<file path="src/rtl/seq_det_arbiter_if.sv">
// Request/result handshake plus serial detector link for seq_det_arbiter.
// master = arbiter side; slave = requesters and detector side.
interface seq_det_arbiter_if #(
  parameter int WIDTH = 8,
  parameter int CNT_W = 5
);
  logic             REQ0;
  logic             REQ1;
  logic [WIDTH-1:0] DATA0;
  logic [WIDTH-1:0] DATA1;
  logic             GNT0;
  logic             GNT1;
  logic             DONE0;
  logic             DONE1;
  logic [CNT_W-1:0] RESULT;
  logic             BUSY;
  logic             DET_RST;
  logic             DET_IN;
  logic             DET_OUT;

  modport master (
    input  REQ0, REQ1, DATA0, DATA1, DET_OUT,
    output GNT0, GNT1, DONE0, DONE1, RESULT, BUSY, DET_RST, DET_IN
  );

  modport slave (
    output REQ0, REQ1, DATA0, DATA1, DET_OUT,
    input  GNT0, GNT1, DONE0, DONE1, RESULT, BUSY, DET_RST, DET_IN
  );
endinterface

</file>
<file path="src/rtl/seq_det_arbiter.sv">
// Round-robin share of one serial sequence detector between two requesters; DONE at WIDTH+DET_LAT+2
// cycles after the request edge, requests wait (held REQ) while a job is in flight, all outputs registered.
module seq_det_arbiter #(
  parameter int WIDTH   = 8,
  parameter int DET_LAT = 1,
  parameter int CNT_W   = 5
) (
  input logic              CLK,
  input logic              RST,
  seq_det_arbiter_if.master bus
);
  localparam int LAST_K = WIDTH + DET_LAT - 1;
  localparam int KW     = $clog2(WIDTH + DET_LAT + 1);

  typedef enum logic [1:0] {IDLE, CLR, SHIFT, REPORT} state_t;

  state_t           state_q, state_d;
  logic             owner_q, owner_d;
  logic             last_owner_q, last_owner_d;
  logic [WIDTH-1:0] shreg_q, shreg_d;
  logic [KW-1:0]    k_q, k_d;
  logic [CNT_W-1:0] cnt_q, cnt_d;
  logic [CNT_W-1:0] result_q, result_d;
  logic             gnt0_q, gnt0_d, gnt1_q, gnt1_d;
  logic             done0_q, done0_d, done1_q, done1_d;
  logic             busy_q, busy_d;
  logic             det_rst_q, det_rst_d;
  logic             det_in_q, det_in_d;
  logic             hit;

  // Only hits that can be caused by this job's bits are counted.
  assign hit = bus.DET_OUT && (k_q >= KW'(DET_LAT));

  always_comb begin
    state_d      = state_q;
    owner_d      = owner_q;
    last_owner_d = last_owner_q;
    shreg_d      = shreg_q;
    k_d          = k_q;
    cnt_d        = cnt_q;
    result_d     = result_q;
    gnt0_d       = 1'b0;
    gnt1_d       = 1'b0;
    done0_d      = 1'b0;
    done1_d      = 1'b0;
    busy_d       = 1'b0;
    det_rst_d    = 1'b0;
    det_in_d     = 1'b0;
    case (state_q)
      IDLE: begin
        if (bus.REQ0 || bus.REQ1) begin
          owner_d   = (bus.REQ0 && bus.REQ1) ? ~last_owner_q : bus.REQ1;
          shreg_d   = owner_d ? bus.DATA1 : bus.DATA0;
          gnt0_d    = ~owner_d;
          gnt1_d    = owner_d;
          det_rst_d = 1'b1;
          busy_d    = 1'b1;
          state_d   = CLR;
        end
      end
      CLR: begin
        cnt_d    = '0;
        k_d      = '0;
        det_in_d = shreg_q[WIDTH-1];
        shreg_d  = shreg_q << 1;
        busy_d   = 1'b1;
        state_d  = SHIFT;
      end
      SHIFT: begin
        busy_d = 1'b1;
        cnt_d  = cnt_q + CNT_W'(hit);
        if (k_q == KW'(LAST_K)) begin
          result_d = cnt_q + CNT_W'(hit);
          done0_d  = ~owner_q;
          done1_d  = owner_q;
          state_d  = REPORT;
        end else begin
          // Register shifts in zeros, so bits past WIDTH drive DET_IN low.
          k_d      = k_q + 1'b1;
          det_in_d = shreg_q[WIDTH-1];
          shreg_d  = shreg_q << 1;
        end
      end
      REPORT: begin
        last_owner_d = owner_q;
        state_d      = IDLE;
      end
      default: state_d = IDLE;
    endcase
  end

  always_ff @(posedge CLK) begin
    if (RST) begin
      state_q      <= IDLE;
      owner_q      <= 1'b0;
      last_owner_q <= 1'b1;
      shreg_q      <= '0;
      k_q          <= '0;
      cnt_q        <= '0;
      result_q     <= '0;
      gnt0_q       <= 1'b0;
      gnt1_q       <= 1'b0;
      done0_q      <= 1'b0;
      done1_q      <= 1'b0;
      busy_q       <= 1'b0;
      det_rst_q    <= 1'b0;
      det_in_q     <= 1'b0;
    end else begin
      state_q      <= state_d;
      owner_q      <= owner_d;
      last_owner_q <= last_owner_d;
      shreg_q      <= shreg_d;
      k_q          <= k_d;
      cnt_q        <= cnt_d;
      result_q     <= result_d;
      gnt0_q       <= gnt0_d;
      gnt1_q       <= gnt1_d;
      done0_q      <= done0_d;
      done1_q      <= done1_d;
      busy_q       <= busy_d;
      det_rst_q    <= det_rst_d;
      det_in_q     <= det_in_d;
    end
  end

  assign bus.GNT0    = gnt0_q;
  assign bus.GNT1    = gnt1_q;
  assign bus.DONE0   = done0_q;
  assign bus.DONE1   = done1_q;
  assign bus.RESULT  = result_q;
  assign bus.BUSY    = busy_q;
  assign bus.DET_RST = det_rst_q;
  assign bus.DET_IN  = det_in_q;
endmodule

</file>
<file path="src/flat_wrapper.sv">
// flat-port wrapper written by rule: the top's interface ports become plain ports
module seq_det_arbiter_flat 
#(
  parameter int WIDTH   = 8,
  parameter int DET_LAT = 1,
  parameter int CNT_W   = 5
)
  (CLK, RST, bus_REQ0, bus_REQ1, bus_DATA0, bus_DATA1, bus_DET_OUT, bus_GNT0, bus_GNT1, bus_DONE0, bus_DONE1, bus_RESULT, bus_BUSY, bus_DET_RST, bus_DET_IN);
  seq_det_arbiter_if #(.WIDTH(WIDTH), .CNT_W(CNT_W)) bus_i ();
  input logic CLK;
  input logic RST;
  input wire logic [$bits(bus_i.REQ0)-1:0] bus_REQ0;
  input wire logic [$bits(bus_i.REQ1)-1:0] bus_REQ1;
  input wire logic [$bits(bus_i.DATA0)-1:0] bus_DATA0;
  input wire logic [$bits(bus_i.DATA1)-1:0] bus_DATA1;
  input wire logic [$bits(bus_i.DET_OUT)-1:0] bus_DET_OUT;
  output wire logic [$bits(bus_i.GNT0)-1:0] bus_GNT0;
  output wire logic [$bits(bus_i.GNT1)-1:0] bus_GNT1;
  output wire logic [$bits(bus_i.DONE0)-1:0] bus_DONE0;
  output wire logic [$bits(bus_i.DONE1)-1:0] bus_DONE1;
  output wire logic [$bits(bus_i.RESULT)-1:0] bus_RESULT;
  output wire logic [$bits(bus_i.BUSY)-1:0] bus_BUSY;
  output wire logic [$bits(bus_i.DET_RST)-1:0] bus_DET_RST;
  output wire logic [$bits(bus_i.DET_IN)-1:0] bus_DET_IN;
  assign bus_i.REQ0 = bus_REQ0;
  assign bus_i.REQ1 = bus_REQ1;
  assign bus_i.DATA0 = bus_DATA0;
  assign bus_i.DATA1 = bus_DATA1;
  assign bus_i.DET_OUT = bus_DET_OUT;
  assign bus_GNT0 = bus_i.GNT0;
  assign bus_GNT1 = bus_i.GNT1;
  assign bus_DONE0 = bus_i.DONE0;
  assign bus_DONE1 = bus_i.DONE1;
  assign bus_RESULT = bus_i.RESULT;
  assign bus_BUSY = bus_i.BUSY;
  assign bus_DET_RST = bus_i.DET_RST;
  assign bus_DET_IN = bus_i.DET_IN;
  seq_det_arbiter #(.WIDTH(WIDTH), .DET_LAT(DET_LAT), .CNT_W(CNT_W)) u_core (.CLK(CLK), .RST(RST), .bus(bus_i));
endmodule
</file>
<file path="config.mk">
export PLATFORM = sky130hd
export DESIGN_NAME = seq_det_arbiter_flat
export DESIGN_NICKNAME = d
export VERILOG_FILES = /design/src/rtl/seq_det_arbiter_if.sv /design/src/rtl/seq_det_arbiter.sv /design/src/flat_wrapper.sv
export SDC_FILE = /design/constraint.sdc
export NUM_CORES = 1
export LEC_CHECK = 0
export CAP_MARGIN = 20
export CORE_UTILIZATION = 50
export CTS_CLUSTER_DIAMETER = 80
export DETAILED_ROUTE_END_ITERATION = 7
export PLACE_DENSITY = 0.79
export SYNTH_ARGS = -nofsm -noshare
export SYNTH_HDL_FRONTEND = slang
export SYNTH_SLANG_ARGS = --single-unit
export TNS_END_PERCENT = 30
</file>
<file path="constraint.sdc">
create_clock -name CLK -period 3.7 [get_ports CLK]
set_input_delay 0.74 -clock CLK [delete_from_list [all_inputs] [get_ports CLK]]
set_output_delay 0.74 -clock CLK [all_outputs]
set_load 0.005 [all_outputs]
</file>
Yosys cells after proc, flatten, opt, wreduce, memory -nomap -nowiden. Index checks and enable logic that the tools add are counted.

Register bits: 33. Input bits: 21. Word-level logic and storage cells: 61.

$add $sub $neg: 2. $lt $le $gt $ge: 1. Equality and inequality tests: 7. Mux-type cells: 15. Bitwise logic cells: 7. Reduce and logical (&&, ||, !) cells: 15.

Operator list (count): 8-bit 2-to-1 mux (3); 8-bit case mux with 3 select lines (1); 5-bit case mux with 2 select lines (1); 2-bit case mux with 4 select lines (1); 4-bit case mux with 2 select lines (1); 2-bit AND reduction (4); 1-bit NOT (7); 3-bit OR reduction (2); 5-bit by 1-bit adder with 5-bit output (1); 4-bit by 1-bit adder with 4-bit output, second input constant (1); 2-bit == test, second input constant (2); 4-bit == test, second input constant (1); 4-bit by 1-bit >= comparator with 1-bit output, second input constant (1); 2-bit 2-to-1 mux (2); 4-bit 2-to-1 mux (1); 2-bit by 1-bit inequality test with 1-bit output, second input constant (2); 1-bit case mux with 2 select lines (2); 2-bit OR reduction (2); 1-bit 2-to-1 mux (3); 3-bit AND reduction (1); 3-bit nonzero test (1); 2-bit by 1-bit == test with 1-bit output, second input constant (1); 1-bit logical AND (2); 2-bit logical NOT (1); 3 further kinds (3).

Depth between registers and ports, before layout.
Depth after elaboration: 5. Gate-level depth with buffers: 9.

Worst setup path after synthesis. No wires, ideal clock.

Path type: reg-to-reg. From: reg u_core.k_q[1]. To: reg u_core.cnt_q[4]. Data arrival time: 1698 ps. Data required time: 3568 ps. Path slack: 1870 ps. Stages on the path, launching flop included: 9. Cells stage by stage: dfxtp_1 -> inv_1 -> ha_1 -> o41a_1 -> ha_1 -> ha_1 -> nand3_1 -> xnor2_1 -> o32ai_1.

Longest elaborated chain between the ends: 4.

Ends and longest elaborated chain: start: declaration (line seq_det_arbiter.sv:21) `logic [KW-1:0] k_q, k_d;`; start signal: assignment (line seq_det_arbiter.sv:113) `k_q <= k_d;`; 4-bit by 1-bit >= comparator with 1-bit output (line seq_det_arbiter.sv:32) `assign hit = bus.DET_OUT && (k_q >= KW'(DET_LAT));`; 1-bit logical AND (line seq_det_arbiter.sv:32); 5-bit by 1-bit adder with 5-bit output (line seq_det_arbiter.sv:71) `cnt_d = cnt_q + CNT_W'(hit);`; 5-bit case mux with 2 select lines (line seq_det_arbiter.sv:49) `case (state_q)`; end signal: assignment (line seq_det_arbiter.sv:114) `cnt_q <= cnt_d;`; end: declaration (line seq_det_arbiter.sv:22) `logic [CNT_W-1:0] cnt_q, cnt_d;`.

Every way passes these cells. A chain may end at the register's enable or synchronous reset.

Worst setup path in the final report.
From: reg u_core.state_q[0]. To: reg u_core.shreg_q[0].

Longest elaborated chain between the ends: 3. Elaborated cells between the ends (all ways): 8. Those cells by class: eq/ne: 4; mux: 1; reduce/logical: 3.

Ends and longest elaborated chain: start: declaration (line seq_det_arbiter.sv:17) `state_t state_q, state_d;`; start signal: assignment (line seq_det_arbiter.sv:109) `state_q <= state_d;`; 2-bit == test (tied with other cells) (line seq_det_arbiter.sv:49); 2-bit inequality test (no line) (tied with other cells); 3-bit AND reduction (no line); end signal: assignment (line seq_det_arbiter.sv:112) `shreg_q <= shreg_d;`; end: declaration (line seq_det_arbiter.sv:20) `logic [WIDTH-1:0] shreg_q, shreg_d;`.

Parallel ways exist; a longest one is shown, timed or not.

==> results by group <==
Power and ir drop
  • Maximum vdd drop: approximately 0.25 mV
  • Static Leakage: roughly 0.75 nW
  • Pwr Density: around 550 nW/um^2

Synthesis
  • Portion of the post-synthesis area used by sequential elements: 0.4006
  • Most common cell in the synthesized netlist: sky130_fd_sc_hd__dfxtp_1
  • Number of flops mapped to enable cells by yosys: 0
  • Async SR Flop Fraction: 0
  • Most frequently used flop master after synthesis: sky130_fd_sc_hd__dfxtp_1
  • Xor/xnor share of the synthesized area: 0.01593
  • Complex-gate fraction of the synthesized area: 0.2504
  • Post-synthesis cell type with the largest combined area: sky130_fd_sc_hd__dfxtp_1
  • Fraction of the mapped netlist area in simple logic gates: 0.1608
  • Cells after Synth: around 180
  • Count of distinct cell types in the synthesized netlist: 36
  • Largest cells by area after synthesis: sky130_fd_sc_hd__dfxtp_1 40%, sky130_fd_sc_hd__ha_1 9.1%, sky130_fd_sc_hd__o21ai_0 4.6%, sky130_fd_sc_hd__o311ai_0 4.2%, sky130_fd_sc_hd__a221oi_1 3.7%
  • Post-synthesis share of cell area spent on full adders, half adders and majority gates: 0.09105
  • Largest family of logic cells by synthesized area: compound AO/OA/AOI/OAI gates
  • Flop and latch count out of synthesis: 33
  • Cell types with the highest counts after synthesis: 33 x sky130_fd_sc_hd__dfxtp_1, 15 x sky130_fd_sc_hd__o21ai_0, 13 x sky130_fd_sc_hd__nand2_1, 12 x sky130_fd_sc_hd__a21oi_1, 12 x sky130_fd_sc_hd__ha_1
  • Synthesized net count: approximately 220
  • Total number of yosys warnings: 0
  • Top-area cell type share of the netlist area: 0.4006
  • Multiplexer share of the synthesized area: 0.01821
  • Avg Inst Size Synth: 9.011 um^2
  • Mapped cell area: between 1500 and 2000 um^2

Timing
  • Part of the cycle the worst path needs: 0.6366
  • Post-Route Setup TNS: 0 ns
  • Peak Freq: about 420 MHz
  • Setup repair after global routing missed its margin: false
  • Shortest clock period the worst path allows after layout: ~2.4 ns
  • Final hold violation count: 0
  • Transition at the pin with the smallest max-transition slack: between 0.8 and 0.9 ns
  • Final setup fails: 0
  • Final Max Slew Viols: 0
  • Max transition margin: 0.4261
  • Fin Clk Skew: 0.01246 ns

Layout
  • Share of post-route cells with drive strength above 1: 0.05263
  • Number of fill cells in the layout: between 200 and 300
  • Final Non-Filler Cells: ~250
  • Count of nets after finishing: between 200 and 250
  • Seq. cell area: roughly 660 um^2
  • Diodes inserted: 0
  • Signed area change from the synthesized netlist to the final layout: 24.58%
  • Area taken by multi-input logic gates: 884.6 um^2

Global route
  • GR Util met1: 0.2767
  • Via count of the first global-routing pass: around 1400
  • Global-route usage over all layers: 0.2474
  • Met3 layer usage reported by global route: 0.06114
  • First-pass GRT wire length: 6.348 mm
  • Maximum number of pins on one net before global-route repair: 28
  • Final global-route overflow total: 0
  • Antenna violations before repair: 0
  • Layer carrying the most global-route usage: met2
  • Met2 Use GR: 0.4302

Die
  • Effective utilization at floorplan: 0.5315
  • DIE WIDTH: approximately 59 um
  • Number of core rows: 20
  • Overall die height: between 50 and 60 um
  • Number of top-level pins: 33
  • CORE AREA: 3103 um^2
  • Area enclosed by the die boundary: roughly 3500 um^2

Clock network
  • Post-CTS Setup Bufs: 0
  • Clock-pin slew reported for the worst setup and hold paths after clock tree synthesis: approximately 0.11 ns
  • Level count of the clock H-tree: 2
  • Clock Tree Root: sky130_fd_sc_hd__clkbuf_4
  • Clk Latency, worst-skew pair: approximately 0.35 ns
  • Hold-fix buffer count after cts: 0
  • Clock buffers created by TritonCTS: 5
  • CTS tree: yes
  • Number of sinks on the clock net: 33
  • Post-cts gate resize count: 0
  • Max Buffers Root-to-Sink: 2

Worst setup path
  • Reg2reg path depth: 5
  • Arrival @ worst endpoint: between 2 and 3 ns
  • Worst path required time: roughly 3.9 ns
  • CP Capture Type: flip-flop
  • Worst reg2reg setup slack: 1.34 ns
  • Kind of launch point of the worst setup path: flip-flop
  • Max FO, Critical Path: 27
  • Path type of the worst setup path: reg -> reg

Place
  • Post-detailed-placement half-perimeter wirelength: around 2.8 mm
  • Port buffer count: 32
  • Final GP Congestion: between 0.7 and 0.8
  • Cell count after placement: about 250

Detailed routing
  • Via total after detailed routing: between 1000 and 1500
  • Remaining antenna violation count after routing: 0
  • Routed WL: 3.853 mm
  • Post-route DRC: 0
  • Vias per cell: a little under 6
  • Router iterations before antenna repair: 4
  • Starting DRC count in detailed routing: 68
  • Routed wire per std cell: between 15 and 20 um

Run
  • Reported max-cap violation count: 0

Min path
  • Cell depth of the worst hold path: 2
  • Hold WC Path Type: reg -> reg

Status
  • Status: complete, no violations
[per-stage QoR]
step	cell area, um^2	hold WS [ns]	setup WS, ns	util	total power [W]
after detailed placement	1969	0.4562	1.172	0.6347	0.0008459
after CTS	2054	0.4746	1.409	0.6621	0.001131
after global placement	1969	0.4445	1.342	0.6347	0.0008214
after global routing	2054	0.5107	1.184	0.6621	0.001199
final	2054	0.4683	1.345	0.6621	0.001130
after floorplan	1649	0.4402	1.870	-	0.0007221
[report_power, final]
group	switching, W	leakage, nW	internal, W
registers	0.0000380	0.269	0.000420
clock network	0.000126	0.0455	0.000161
logic	0.000233	0.439	0.000153
[registers in the layout (all words and copies together), names as in the netlist]
register,count
u_core.owner_q,1
u_core.bus.GNT1,1
u_core.k_q,4
u_core.last_owner_q,1
u_core.bus.RESULT,5
u_core.bus.DONE0,1
u_core.shreg_q,8
u_core.bus.DET_RST,1
u_core.bus.GNT0,1
u_core.state_q,2
u_core.bus.BUSY,1
u_core.cnt_q,5
u_core.bus.DONE1,1
u_core.bus.DET_IN,1
[cell usage in the layout, fill, tap and decap left out, drive strengths merged, types with 8 or more instances in the layout]
cell type | synthesis | routed
o311ai | 8 | 8
dfxtp | 33 | 33
inv | 9 | 9
clkdlybuf4s50 | 0 | 32
o21ai | 15 | 15
and2 | 8 | 8
a21oi | 12 | 12
ha | 12 | 12
nand2 | 13 | 13
[per-layer routing]
metal / part of all wire / vias to the layer above
met5: 0 / -
met4: 0.021 / 0
met3: 0.052 / 10
met2: 0.50 / 39
met1: 0.43 / 702
li1: - / 729
[cell type report]
class	instances	area share
clock inverters	1	0.01462
inverters	9	0.01644
multi-input cells	125	0.4306
repair buffers	34	0.1632
well taps	44	0.02680
clock buffers	7	0.02680
flip-flops and latches	33	0.3216
[critical path, stage by stage (launching register included)]
cell and delay, ns:
sky130_fd_sc_hd__dfxtp_1 0.36, sky130_fd_sc_hd__inv_1 0.13, sky130_fd_sc_hd__ha_1 0.48, sky130_fd_sc_hd__and4b_1 0.86
sky130_fd_sc_hd__o311ai_0 0.25, sky130_fd_sc_hd__o31ai_1 0.15
[final timing paths]
| path | start | end |
|---|---|---|
| hold / removal | u_core.bus.RESULT[0] | u_core.bus.RESULT[0] |
| hold reg to reg | u_core.bus.RESULT[0] | u_core.bus.RESULT[0] |
| setup / recovery | u_core.state_q[0] | u_core.shreg_q[0] |
| setup reg to reg | u_core.state_q[0] | u_core.shreg_q[0] |
[logic make-up (layout without fill, tap and decap cells)]
kind of cell,count (synthesis),count (layout)
fa+ha+maj,12,12
mux,3,3
flops,33,33
simple gates,48,48
compound gates,59,59
buf+inv,25,51
xor+xnor,3,3
Power figures use the tool's default switching activity.
